[config.mk]
export PLATFORM = sky130hd
export DESIGN_NAME = gpio_ctrl
export DESIGN_NICKNAME = d
export VERILOG_FILES = /design/src/rtl/gpio_pkg.sv /design/src/rtl/gpio_sync_edge.sv /design/src/rtl/gpio_ctrl.sv
export SDC_FILE = /design/constraint.sdc
export NUM_CORES = 1
export LEC_CHECK = 0
export BUFFER_PORTS_ARGS = -buffer_cell sky130_fd_sc_hd__buf_2
export CORE_ASPECT_RATIO = 0.6
export CORE_MARGIN = 10
export CORE_UTILIZATION = 55
export CTS_CLUSTER_SIZE = 28
export DETAILED_ROUTE_END_ITERATION = 8
export PLACE_DENSITY = 0.76
export SYNTH_ARGS = -nofsm -noshare
export SYNTH_HDL_FRONTEND = slang
export SYNTH_HIERARCHICAL = 1
export SYNTH_SLANG_ARGS = --single-unit
[constraint.sdc]
create_clock -name clk -period 3.2 [get_ports clk]
set_clock_uncertainty 0.1 [all_clocks]
set_input_delay 0.16 -clock clk [delete_from_list [all_inputs] [get_ports clk]]
set_output_delay 0.16 -clock clk [all_outputs]
set_load 0.005 [all_outputs]
[src/rtl/gpio_pkg.sv]
// gpio_pkg: shared constants for the GPIO controller.
// Holds the register address map, synchronizer depth and warm-up length.
package gpio_pkg;

  localparam int unsigned ADDR_W        = 4;
  localparam int unsigned SYNC_STAGES   = 2;
  localparam int unsigned WARMUP_CYCLES = 3;
  localparam int unsigned WARMUP_W      = 2;

  // Word register addresses
  localparam logic [ADDR_W-1:0] GPIO_DR      = 4'd0;
  localparam logic [ADDR_W-1:0] GPIO_TS      = 4'd1;
  localparam logic [ADDR_W-1:0] GPIO_PS      = 4'd2;
  localparam logic [ADDR_W-1:0] GPIO_DR_SET  = 4'd3;
  localparam logic [ADDR_W-1:0] GPIO_DR_CLR  = 4'd4;
  localparam logic [ADDR_W-1:0] GPIO_DR_TGL  = 4'd5;
  localparam logic [ADDR_W-1:0] GPIO_RISE_EN = 4'd6;
  localparam logic [ADDR_W-1:0] GPIO_FALL_EN = 4'd7;
  localparam logic [ADDR_W-1:0] GPIO_IE      = 4'd8;
  localparam logic [ADDR_W-1:0] GPIO_IP      = 4'd9;

endpackage

[src/rtl/gpio_sync_edge.sv]
// gpio_sync_edge: synchronizes asynchronous pin state and detects edges.
// Ports:
//   clk, reset          clock, synchronous active-high reset
//   i_pin               raw asynchronous pin state
//   i_rise_en/i_fall_en per-pin edge enables
//   o_ps_sync           synchronized pin state (last synchronizer stage)
//   o_rise_evt_c        per-pin rising-edge event (combinational)
//   o_fall_evt_c        per-pin falling-edge event (combinational)
module gpio_sync_edge
  import gpio_pkg::*;
#(
  parameter int unsigned WIDTH = 16
) (
  input  logic             clk,
  input  logic             reset,
  input  logic [WIDTH-1:0] i_pin,
  input  logic [WIDTH-1:0] i_rise_en,
  input  logic [WIDTH-1:0] i_fall_en,
  output logic [WIDTH-1:0] o_ps_sync,
  output logic [WIDTH-1:0] o_rise_evt_c,
  output logic [WIDTH-1:0] o_fall_evt_c
);

  logic [WIDTH-1:0]    r_sync [SYNC_STAGES];
  logic [WIDTH-1:0]    r_prev;
  logic [WARMUP_W-1:0] r_warm;
  logic                w_armed;
  logic [WIDTH-1:0]    w_s2;

  // Edge detection stays off until the synchronizer has flushed its reset zeros
  assign w_armed = (r_warm == WARMUP_W'(WARMUP_CYCLES));
  assign w_s2    = r_sync[SYNC_STAGES-1];

  // Synchronizer chain, edge-compare flop and warm-up counter
  always_ff @(posedge clk) begin
    if (reset) begin
      for (int unsigned i = 0; i < SYNC_STAGES; i++) r_sync[i] <= '0;
      r_prev <= '0;
      r_warm <= '0;
    end else begin
      r_sync[0] <= i_pin;
      for (int unsigned i = 1; i < SYNC_STAGES; i++) r_sync[i] <= r_sync[i-1];
      r_prev <= w_s2;
      if (!w_armed) r_warm <= r_warm + WARMUP_W'(1);
    end
  end

  assign o_ps_sync    = w_s2;
  assign o_rise_evt_c = {WIDTH{w_armed}} &  w_s2 & ~r_prev & i_rise_en;
  assign o_fall_evt_c = {WIDTH{w_armed}} & ~w_s2 &  r_prev & i_fall_en;

endmodule

[src/rtl/gpio_ctrl.sv]
// gpio_ctrl: memory-mapped GPIO controller upstream of the pad wrapper.
// Ports:
//   clk, reset       clock, synchronous active-high reset
//   addr             word register select
//   wr_en, wdata     single-cycle write strobe and data
//   rd_en            single-cycle read strobe
//   rdata, rvalid    registered read data and its one-cycle qualifier
//   gpio_dr, gpio_ts pin data and output enable to the pads (1 = drive)
//   gpio_ps          raw asynchronous pin state from the pads
//   irq              level interrupt, |(IP & IE)
module gpio_ctrl
  import gpio_pkg::*;
#(
  parameter int unsigned WIDTH = 16
) (
  input  logic              clk,
  input  logic              reset,
  input  logic [ADDR_W-1:0] addr,
  input  logic              wr_en,
  input  logic              rd_en,
  input  logic [WIDTH-1:0]  wdata,
  output logic [WIDTH-1:0]  rdata,
  output logic              rvalid,
  output logic [WIDTH-1:0]  gpio_dr,
  output logic [WIDTH-1:0]  gpio_ts,
  input  logic [WIDTH-1:0]  gpio_ps,
  output logic              irq
);

  logic [WIDTH-1:0] r_dr, r_ts, r_rise_en, r_fall_en, r_ie, r_ip, r_rdata;
  logic             r_rvalid, r_irq;

  logic [WIDTH-1:0] w_ps_sync, w_rise_evt, w_fall_evt;
  logic [WIDTH-1:0] w_dr_next, w_ts_next, w_rise_en_next, w_fall_en_next;
  logic [WIDTH-1:0] w_ie_next, w_ip_next, w_ip_clr, w_rd_data;

  gpio_sync_edge #(.WIDTH(WIDTH)) u_sync_edge (
    .clk          (clk),
    .reset        (reset),
    .i_pin        (gpio_ps),
    .i_rise_en    (r_rise_en),
    .i_fall_en    (r_fall_en),
    .o_ps_sync    (w_ps_sync),
    .o_rise_evt_c (w_rise_evt),
    .o_fall_evt_c (w_fall_evt)
  );

  // Register write decode; a new edge wins over a W1C clear of the same bit
  always_comb begin
    w_dr_next      = r_dr;
    w_ts_next      = r_ts;
    w_rise_en_next = r_rise_en;
    w_fall_en_next = r_fall_en;
    w_ie_next      = r_ie;
    w_ip_clr       = '0;
    if (wr_en) begin
      case (addr)
        GPIO_DR:      w_dr_next      = wdata;
        GPIO_TS:      w_ts_next      = wdata;
        GPIO_DR_SET:  w_dr_next      = r_dr | wdata;
        GPIO_DR_CLR:  w_dr_next      = r_dr & ~wdata;
        GPIO_DR_TGL:  w_dr_next      = r_dr ^ wdata;
        GPIO_RISE_EN: w_rise_en_next = wdata;
        GPIO_FALL_EN: w_fall_en_next = wdata;
        GPIO_IE:      w_ie_next      = wdata;
        GPIO_IP:      w_ip_clr       = wdata;
        default: ;
      endcase
    end
    w_ip_next = (r_ip & ~w_ip_clr) | w_rise_evt | w_fall_evt;
  end

  // Read mux over pre-write register values; write-only and unmapped read 0
  always_comb begin
    w_rd_data = '0;
    case (addr)
      GPIO_DR:      w_rd_data = r_dr;
      GPIO_TS:      w_rd_data = r_ts;
      GPIO_PS:      w_rd_data = w_ps_sync;
      GPIO_RISE_EN: w_rd_data = r_rise_en;
      GPIO_FALL_EN: w_rd_data = r_fall_en;
      GPIO_IE:      w_rd_data = r_ie;
      GPIO_IP:      w_rd_data = r_ip;
      default: ;
    endcase
  end

  // Register file, read port and interrupt output
  always_ff @(posedge clk) begin
    if (reset) begin
      r_dr      <= '0;
      r_ts      <= '0;
      r_rise_en <= '0;
      r_fall_en <= '0;
      r_ie      <= '0;
      r_ip      <= '0;
      r_rdata   <= '0;
      r_rvalid  <= 1'b0;
      r_irq     <= 1'b0;
    end else begin
      r_dr      <= w_dr_next;
      r_ts      <= w_ts_next;
      r_rise_en <= w_rise_en_next;
      r_fall_en <= w_fall_en_next;
      r_ie      <= w_ie_next;
      r_ip      <= w_ip_next;
      if (rd_en) r_rdata <= w_rd_data;
      r_rvalid  <= rd_en;
      // Computed from next-state so irq tracks IP & IE in the same cycle
      r_irq     <= |(w_ip_next & w_ie_next);
    end
  end

  assign rdata   = r_rdata;
  assign rvalid  = r_rvalid;
  assign gpio_dr = r_dr;
  assign gpio_ts = r_ts;
  assign irq     = r_irq;

endmodule
== After elaboration in Yosys (flattened, before gate mapping) ==
Memory sizes are Yosys's and may differ from the RTL's.
Cells that the tools add are included.
Storage, ports and cells
  register bits: 132
  bits in latches: 0
  bits in writable memories: 32
  memory bits (read-only): 0
  input bits: 40
  logic and storage cells: 60
  memories kept: 1
Cells by class
  add/subtract/negate cells: 1
  $mul: 0
  divide/modulo/power cells: 0
  magnitude comparators: 0
  eq/ne operators: 10
  shifts and indexed selects: 0
  mux-type cells: 11
  bitwise gates (word level): 19
  reductions and logical operators: 7
Memories
  u_sync_edge.r_sync: words 2, bits a word 16, read ports 2, clocked after Yosys merged registers in 0, wr ports 2, RTL line gpio_sync_edge.sv:24  | logic [WIDTH-1:0] r_sync [SYNC_STAGES];
Operator list (number)
  $and 16x16->16: 9
  $pmux 16 s7: 1
  $mux 16: 6
  $not 16->16: 4
  $pmux 16 s4: 1
  $or 16x16->16: 3
  $eq 4x3->1 const B: 4
  $reduce_or 16->1: 1
  $xor 16x16->16: 1
  $eq 4x2->1 const B: 2
  $eq 4x4->1 const B: 2
  $reduce_and 2->1: 4
  $eq 4x1->1 const B: 1
  $logic_not 4->1: 1
  $reduce_bool 4->1: 1
  $mux 1: 3
  $add 2x1->2 const B: 1
  $eq 2x2->1 const B: 1
  $or 1x1->1: 2

== Logic depth before layout (Yosys ltp) ==
  depth after elaboration: 9
  mapped depth: 9

== Modules after synthesis ==
The synthesis kept the hierarchy.
Modules (own cells, without submodules)
  gpio_ctrl: times used 1, cells each 713, area an instance 5642.9 sq um, sequential area each 2282.2 sq um
  gpio_sync_edge: times used 1, cells each 159, area an instance 1823.0 sq um, sequential area each 1001.0 sq um

== Least setup slack after synthesis ==
No wires, ideal clock.
  kind: reg2reg
  from: register u_sync_edge.r_warm[0]
  to: register r_irq, in the netlist irq
  arrival: 1.851 ns
  setup slack: 1.129 ns
  cell stages (with the launch flop): 9
  buffers on the path: 1
  path through: dfxtp_1 ha_1 buf_4 and4b_1 nor2_1 nand2_1 a2111oi_2 o2111ai_1 o31a_1
Between the ends
  longest elaborated chain between the ends: 8
Ends and longest elaborated chain
  start: declaration: RTL line gpio_sync_edge.sv:26  | logic [WARMUP_W-1:0] r_warm;
  start signal: assignment: RTL line gpio_sync_edge.sv:44  | if (!w_armed) r_warm <= r_warm + WARMUP_W'(1);
  $eq 2x2->1: RTL line gpio_sync_edge.sv:31  | assign w_armed = (r_warm == WARMUP_W'(WARMUP_CYCLES));
  $and 16x16->16 (3 in a row): RTL line gpio_sync_edge.sv:49  | assign o_rise_evt_c = {WIDTH{w_armed}} & w_s2 & ~r_prev & i_rise_en;
  net w_rise_evt[9]: RTL line gpio_ctrl.sv:33  | logic [WIDTH-1:0] w_ps_sync, w_rise_evt, w_fall_evt;
  $or 16x16->16 (2 in a row): RTL line gpio_ctrl.sv:70  | w_ip_next = (r_ip & ~w_ip_clr) | w_rise_evt | w_fall_evt;
  $and 16x16->16: RTL line gpio_ctrl.sv:110  | r_irq <= |(w_ip_next & w_ie_next);
  $reduce_or 16->1: RTL line gpio_ctrl.sv:110
  end signal: assignment: RTL line gpio_ctrl.sv:110
  end: declaration: RTL line gpio_ctrl.sv:31  | logic r_rvalid, r_irq;
The timed path passes the listed nets, and every way through them passes these cells.
A chain may end at the register's enable or synchronous reset.

== Final worst setup path ==
Ends and elaborated chain as after synthesis.

==> flow_metrics.py <==
metrics = {
    "run_status": {
        "status": "finished clean",
    },
    "grt": {
        "grt_pass1_wl_um": 35100,
        "antenna_found_initial": 1,
        "grt_pass1_vias": 6528,
        "grt_start_max_net_pins": 69,
        "grt_use_total": 0.237,
        "grt-ovfl-total": 0,
    },
    "worst_setup_path": {
        "crit_path_start_kind": "register",
        "path_depth": 7,
        "path_cells": "ha_1 -> and4b_1 -> nor2_1 -> a22oi_1 -> a2111oi_2 -> o2111ai_1 -> o31a_1",
        "r2r_end": "irq",
        "path_class": "register to register",
        "cp-endpoint": "irq",
        "r2r_start": "u_sync_edge/r_warm[0]",
        "arrival_ns": 2.61,
        "cp.required_ns": 3.42,
        "critPathCaptureType": "register",
        "slowest_delay_ns": 0.46,
        "crit_buf_inv": 0,
        "reg2reg_slack_ns": 0.80,
        "critical-path-top-delay-family": "compound AO/OA/AOI/OAI gates",
        "crit_path_max_fanout": 25,
        "cp-startpoint": "u_sync_edge/r_warm[0]",
        "crit_slowest_cell": "ha_1",
        "reg2regPathDepth": 7,
    },
    "sta": {
        "tightest_slew_ns": 0.865,
        "hold_viol": 0,
        "slew-limit-headroom": 0.422,
        "whs_ns": 0.0991,
        "fin_ws_ns": 0.804,
        "rsz0062_at_grt": "false",
        "drv_slew": 0,
        "finalSetupViolations": 0,
        "fmax_ghz": 0.417,
        "fin_setup_tns_ns": 0,
        "min_period_over_period": 0.749,
        "post-route-min-period_ns": 2.40,
    },
    "clock_tree": {
        "cts.htree.levels": 4,
        "cts-root-buf": "clkbuf_16",
        "clockBufferDepth": 2,
        "cts_hold_buf": 32,
        "cts_tree": "built",
        "cts_resized": 0,
        "numCtsBuffers": 17,
        "clk_transition_reported_paths_ns": 0.07,
        "post_cts_buffers": 0,
        "clock_latency_ns": 0.43,
        "clock-sinks": 164,
    },
    "synth": {
        "synthCells": 872,
        "synth_edf_count": 0,
        "synth_async_sr_flop_share": 0,
        "synth_common_cells": "164 x dfxtp_1, 107 x a21oi_1, 91 x nand2_1",
        "seq_area_frac_synth": 0.440,
        "synth_most_common_cell": "dfxtp_1",
        "netlist_area_mm2": 0.00747,
        "yosysTopAreaCellShare": 0.440,
        "synth.distinct_cells": 39,
        "ys_top_cells_by_area": "dfxtp_1 44%, a21oi_1 7.2%, ha_1 5.5%, nor2b_1 5.5%, a22oi_1 5.2%",
        "synth_seq_cells": 164,
        "yosysWarnings": 6,
        "syn_area_per_cell_um2": 8.56,
        "syn-num-nets": 945,
        "yosysTopAreaCell": "dfxtp_1",
        "synth_ff_type": "dfxtp_1",
    },
    "route": {
        "final_antenna_net_count": 0,
        "via_count": 6957,
        "vias_per_cell": 6.09,
        "first_pass_iters": 8,
        "drt_iter0_markers": 958,
        "drt_drc_violations_left": 0,
        "wl_um": 22500,
        "wl_per_cell_um": 19.7,
    },
    "floorplanning": {
        "die_h_um": 110,
        "die_area_mm2": 0.0188,
        "core_mm2": 0.0131,
        "ios": 90,
        "rows": 32,
        "fp.dieW_um": 170,
        "start_util": 0.572,
    },
    "placed_design": {
        "dp_slack_ns": 0.789,
        "port_buffers": 89,
        "place_area_mm2": 0.00797,
        "place_congestion": 0.938,
        "dp.final_hpwl_um": 15100,
    },
    "power_and_ir_drop": {
        "p_leak_nw": 3.59,
        "p_per_area_mw_per_mm2": 525,
        "ir_drop_v": 0.000415,
    },
    "flow_run": {
        "cap_viol_max_count": 0,
    },
    "final_layout": {
        "multi_input_area_mm2": 0.00371,
        "drive_above_1_share": 0.154,
        "n_fill_cell": 1056,
        "nNetsFinal": 1033,
        "fin_area_mm2": 0.00890,
        "num_antenna_cells": 0,
        "syn2layout_area_growth_pct": 19.2,
        "regArea_mm2": 0.00328,
    },
    "worst_hold_path": {
        "min_path_type": "primary input to register",
    },
}
cell usage in the layout (no fill, tap or decap), types with 33 or more instances in the layout:
master,Yosys,layout
nand2_1,91,91
a21oi_1,107,106
nor2b_1,66,66
ha_1,33,33
dfxtp_1,164,164
nand3_1,35,35
buf_2,11,88
a22oi_1,52,52
inv_1,35,35
nor2_1,67,66
kinds of logic after synthesis:
| group | Yosys count | share of synthesized area |
|---|---|---|
| mux | 1 | 0.00134 |
| buf+inv | 109 | 0.0675 |
| fa+ha+maj | 33 | 0.0553 |
| xor+xnor | 1 | 0.00117 |
| flops | 164 | 0.440 |
| simple gates | 318 | 0.225 |
| compound gates | 246 | 0.210 |
worst min path at each step:
stage | slack, ns | end | start | cells past startpoint
floorplan | 0.19 | u_sync_edge/r_sync[0][0] | gpio_ps[0] | 1
global placement | 0.27 | u_sync_edge/r_sync[0][4] | gpio_ps[4] | 2
detailed placement | 0.28 | u_sync_edge/r_sync[0][12] | gpio_ps[12] | 2
CTS | 0.1 | rvalid | rd_en | 2
global route | 0.12 | rvalid | rd_en | 2
finish | 0.1 | rvalid | rd_en | 2
through the flow:
stage | std cells | util | power [W]
floorplan | 872 | - | 0.00239
global placement | 1079 | 0.610 | 0.00251
detailed placement | 1079 | 0.610 | 0.00252
CTS | 1142 | 0.682 | 0.00468
global route | 1142 | 0.682 | 0.00481
finish | 1142 | 0.682 | 0.00467
cell type report:
class / instances / area share
tap: 170 / 0.0239
multi-input combinational: 599 / 0.417
clock buffer: 20 / 0.0491
timing repair buffer: 143 / 0.106
clock inverter: 11 / 0.0201
inverter: 35 / 0.0148
sequential: 164 / 0.369
metal layers:
| metal | GRT usage | routed length [um] | vias up |
|---|---|---|---|
| li1 | - | - | 3256 |
| met1 | 0.311 | 9710 | 3258 |
| met2 | 0.369 | 9790 | 384 |
| met3 | 0.0582 | 2310 | 59 |
| met4 | 0.0984 | 650 | 0 |
| met5 | 0 | 0 | - |
state kept, by name, indices dropped and copies added, names as in the netlist:
name                flops
r_fall_en              16
irq                     1
u_sync_edge/r_sync     32
r_ie                   16
r_ip                   16
u_sync_edge/r_warm      2
r_rise_en              16
rvalid                  1
gpio_ts                16
rdata                  16
u_sync_edge/r_prev     16
gpio_dr                16
report_power, final:
| part | internal (W) | switching (W) | leakage (nW) |
|---|---|---|---|
| Clock | 0.00131 | 0.000852 | 0.291 |
| Combinational | 0.000142 | 0.000228 | 1.97 |
| Sequential | 0.00210 | 0.0000445 | 1.33 |
| Total | 0.00355 | 0.00112 | 3.59 |
Note: power is estimated with default switching activity, not from simulation.
